**src/rtl/dff_pipe.sv**
```systemverilog
// Elastic WIDTH-bit register pipeline of DEPTH stages with valid/ready on both sides.
// Latency: DEPTH-1 cycles from input capture to q when unstalled (DEPTH=1: visible right after capture).
// Backpressure: ready ripples back through full stages only; empty stages always accept, so bubbles collapse.
module dff_pipe #(
    parameter int               WIDTH     = 8,
    parameter int               DEPTH     = 3,
    parameter logic [WIDTH-1:0] RESET_VAL = '0
) (
    input  logic                       clk,
    input  logic                       rst,
    input  logic [WIDTH-1:0]           d,
    input  logic                       in_valid,
    output logic                       in_ready,
    output logic [WIDTH-1:0]           q,
    output logic                       out_valid,
    input  logic                       out_ready,
    input  logic                       flush,
    output logic [$clog2(DEPTH+1)-1:0] count
);

    localparam int CW = $clog2(DEPTH + 1);

    logic [DEPTH-1:0] v;
    logic [WIDTH-1:0] r [DEPTH];
    logic [DEPTH-1:0] rdy;
    logic [DEPTH-1:0] up_v;
    logic [WIDTH-1:0] up_d [DEPTH];
    logic             push;
    logic             pop;

    // Stage i can advance if the consumer takes q or any stage from i to the output is empty.
    // Written as a flat scan rather than a recursive chain so no signal feeds back on itself.
    always_comb begin
        for (int i = 0; i < DEPTH; i++) begin
            rdy[i] = out_ready;
            for (int j = i; j < DEPTH; j++) begin
                if (!v[j]) begin
                    rdy[i] = 1'b1;
                end
            end
        end
    end

    // Upstream source for each stage: stage 0 sees the producer, others see the previous stage.
    always_comb begin
        up_v[0] = in_valid;
        up_d[0] = d;
        for (int i = 1; i < DEPTH; i++) begin
            up_v[i] = v[i-1];
            up_d[i] = r[i-1];
        end
    end

    // Handshake outputs; flush and reset block both sides so nothing transfers during them.
    always_comb begin
        in_ready  = rdy[0] && !flush && !rst;
        out_valid = v[DEPTH-1] && !flush && !rst;
        q         = r[DEPTH-1];
        push      = in_valid && in_ready;
        pop       = out_valid && out_ready;
    end

    // Valid bits: cleared by reset or flush, otherwise each ready stage takes its upstream valid.
    always_ff @(posedge clk) begin
        if (rst) begin
            v <= '0;
        end else if (flush) begin
            v <= '0;
        end else begin
            for (int i = 0; i < DEPTH; i++) begin
                if (rdy[i]) begin
                    v[i] <= up_v[i];
                end
            end
        end
    end

    // Data regs: loaded only when a valid entry moves in; flush leaves them untouched.
    always_ff @(posedge clk) begin
        if (rst) begin
            for (int i = 0; i < DEPTH; i++) begin
                r[i] <= RESET_VAL;
            end
        end else if (!flush) begin
            for (int i = 0; i < DEPTH; i++) begin
                if (rdy[i] && up_v[i]) begin
                    r[i] <= up_d[i];
                end
            end
        end
    end

    // Occupancy: registered, moves only on push-without-pop or pop-without-push.
    always_ff @(posedge clk) begin
        if (rst || flush) begin
            count <= '0;
        end else if (push && !pop) begin
            count <= count + CW'(1);
        end else if (pop && !push) begin
            count <= count - CW'(1);
        end
    end

endmodule

```
**config.mk**
```make
export PLATFORM = sky130hd
export DESIGN_NAME = dff_pipe
export DESIGN_NICKNAME = d
export VERILOG_FILES = /design/src/rtl/dff_pipe.sv
export SDC_FILE = /design/constraint.sdc
export NUM_CORES = 1
export LEC_CHECK = 0
export ABC_CLOCK_PERIOD_IN_PS = 2300
export BUFFER_PORTS_ARGS = -buffer_cell sky130_fd_sc_hd__buf_4
export CAP_MARGIN = 30
export CORE_MARGIN = 5
export CORE_UTILIZATION = 54
export CTS_CLUSTER_SIZE = 20
export DETAILED_ROUTE_END_ITERATION = 16
export PLACE_DENSITY = 0.89
export SYNTH_ARGS = -nofsm -noshare
export SYNTH_HDL_FRONTEND = slang
export SYNTH_SLANG_ARGS = --single-unit
```
**constraint.sdc**
```tcl
create_clock -name clk -period 2.3 [get_ports clk]
set_input_delay 0.46 -clock clk [delete_from_list [all_inputs] [get_ports clk]]
set_output_delay 0.46 -clock clk [all_outputs]
set_load 0.02 [all_outputs]
```
==> flow_metrics.py <==
metrics = {
    "synthesis": {
        "postSynthCellCount": 94,
        "syn-cell-area_sq_um": 1380,
        "synth.top_cell.area_share_pct": 52.4,
        "syn-num-nets": 108,
        "yosys-top-cells-area": "edfxtp_1 (52%), a21boi_2 (16%), dfxtp_1 (7.3%), buf_4 (4.4%), buf_6 (3.3%)",
        "ys_ff_latch": 29,
        "ys_seq_area_share_pct": 59.6,
        "syn_area_per_cell_sq_um": 14.6,
        "synth_warnings": 0,
        "yosysUniqueCellTypes": 25,
        "synth_largest_area_cell": "edfxtp_1",
    },
    "timing": {
        "rsz0062_at_grt": "false",
        "hold_viol": 0,
        "maxSlewViolCount": 0,
        "fin_skew_ns": 0.00616,
        "fin_crit_sh_pct": 78.0,
        "setup_viol": 0,
        "worst_pin_slew_ns": 0.904,
        "setup_tns_ns": 0,
        "fmax_mhz": 557,
        "slew_headroom_pct": 39.5,
        "setup_slack_ns": 0.505,
        "finalCriticalPeriod_ns": 1.80,
    },
    "power_and_ir_drop": {
        "irDropWorstVdd_uv": 410,
        "p_total_mw": 0.987,
        "power_frac_comb_pct": 9.9,
        "pwr-share-seq_pct": 61.3,
        "clockPowerShare_pct": 28.8,
        "p_sw_mw": 0.225,
        "p_sw_share_pct": 22.8,
        "total_leakage_power_nw": 0.612,
        "intPower_mw": 0.761,
        "p_per_area_nw_per_um2": 631,
    },
    "grt": {
        "grt_pass1_wl_um": 3170,
        "grt_use_total_pct": 12.6,
        "grt_max_degree": 18,
        "antenna_found_initial": 0,
        "grt_pass1_vias": 716,
        "gr-total-overflow": 0,
    },
    "die": {
        "initial_utilization_pct": 56.1,
        "die_y_um": 60.5,
        "core_sq_um": 2450,
        "die_area_sq_um": 3660,
        "die_w_um": 60.5,
        "rows": 18,
        "io_pins": 25,
    },
    "clock_network": {
        "clock_latency_ns": 0.32,
        "cts_resized": 0,
        "path_clk_slew_ns": 0.08,
        "cts_tree": "done",
        "h-tree-depth": 2,
        "clk_path_buf_depth": 2,
        "postCtsHoldBufs": 0,
        "numCtsBuffers": 5,
        "cts_setup_buffers": 0,
        "ctsRootBufferMaster": "clkbuf_4",
        "cts_num_sinks": 29,
    },
    "worst_setup_path": {
        "worst_path_largest_cell_delay_ns": 0.75,
        "cp-end-kind": "flop",
        "critPathSlowestCell": "o211ai_2",
        "path_cells": "o211ai_2 -> buf_4 -> a21boi_2",
        "start_kind": "flop",
        "worst-path-max-fanout": 16,
        "arrival_ns": 1.87,
        "crit_required_ns": 2.37,
        "criticalPathCategory": "reg -> reg",
    },
    "cells_and_area": {
        "layout-drive-gt1-share_pct": 51.3,
        "antenna_cells": 0,
        "final_area_sq_um": 1560,
        "areaGrowthSynthToFinish_pct": 13.5,
        "fin_cells": 147,
        "final_nets": 130,
    },
    "place": {
        "placed_area_sq_um": 1510,
        "portBuffers": 24,
        "hpwlAfterDp_um": 1490,
        "gp_congestion": 0.672,
        "dp_slack_ns": 0.397,
        "dp_cells": 139,
    },
    "routing": {
        "antenna_left": 0,
        "drtIter0Drc": 3,
        "drt-total-wl_um": 1940,
        "route.detailed.drc": 0,
        "num_vias": 759,
        "routed_via_density": 5.16,
        "dr.pass1.iters": 3,
        "wl_per_cell_um": 13.2,
    },
    "job": {
        "maxCapViolations": 0,
    },
    "hold_path": {
        "hold_path.class": "in -> reg",
    },
    "status": {
        "outcome": "completed",
    },
}
==> stage by stage <==
stage	hold WS, ns	util [%]
6_report	0.394	63.7
5_1_grt	0.387	63.7
4_1_cts	0.385	63.7
3_5_place_dp	0.500	61.6
3_3_place_gp	0.470	61.6
2_1_floorplan	0.472	-
==> power by group through the flow <==
stage	clock network (mW)	registers, mW	logic [mW]
after floorplan	0	0.615	0.0704
after global placement	0	0.615	0.0952
after detailed placement	0	0.617	0.0991
after CTS	0.294	0.605	0.0993
after global routing	0.322	0.607	0.106
final	0.284	0.604	0.0979
==> kinds of logic after synthesis <==
group | Yosys count | share of synthesized area (%)
flip-flops | 29 | 59.6
XOR/XNOR | 2 | 1.27
adder cells (fa/ha/maj) | 1 | 0.909
buffers and inverters | 16 | 8.73
AND/OR/NAND/NOR | 15 | 7.36
AO/OA/AOI/OAI | 31 | 22.1
==> flip-flops by register name (all words and copies together) (netlist names) <==
name,cells
count,2
r,24
v,3
==> worst paths after layout <==
| kind | start | slack, ns | depth (start not counted) | end |
|---|---|---|---|---|
| max reg2reg | v[1] | 0.50 | 3 | r[0][0] |
| max | v[1] | 0.50 | 3 | r[0][0] |
| min reg2reg | count[1] | 0.51 | 2 | count[1] |
| min | in_valid | 0.39 | 3 | v[0] |
==> cell type report <==
class,count,area [sq um]
well taps,30,37.5
fillers,197,892
clock inverters,2,10.0
inverters,4,15.0
flip-flops and latches,29,821
repair buffers,27,203
clock buffers,6,41.3
multi-input cells,49,435
==> synthesized netlist by cell type, drive strengths merged <==
library cell / n
o21ai: 1
nand3b: 1
xor2: 2
or3: 1
and2b: 1
a31o: 1
nand4b: 1
nor2: 4
ha: 1
and2: 2
or2: 1
nand2: 2
a21oi: 3
a21boi: 24
dfxtp: 5
nand3: 1
o211ai: 1
nand2b: 1
inv: 4
edfxtp: 24
o21bai: 1
buf: 12
==> worst max-delay path: cells and delay by family (launching register included) <==
kind	cells	cell delay [ns]
compound gates	2	0.82
flops	1	0.37
buf+inv	1	0.34
==> placed cells by master, fill, tap and decap left out, types with 2 or more instances in the layout <==
cell type and instances:
buf_4 27, a21oi_1 3, dfxtp_1 5, clkinv_2 2, a21boi_0 4, inv_1 4
nand2_1 2, clkbuf_4 5, nor2_1 3, xor2_1 2, a21boi_2 20, edfxtp_1 24
and2_1 2
==> routing by layer <==
metal | vias up | wire length [um] | GRT usage, %
met2 | 22 | 1000 | 19.9
met5 | - | 0 | 0
met4 | 0 | 31 | 5.57
met1 | 354 | 743 | 13.7
li1 | 377 | - | -
met3 | 6 | 160 | 7.23
Power figures use the tool's default switching activity.
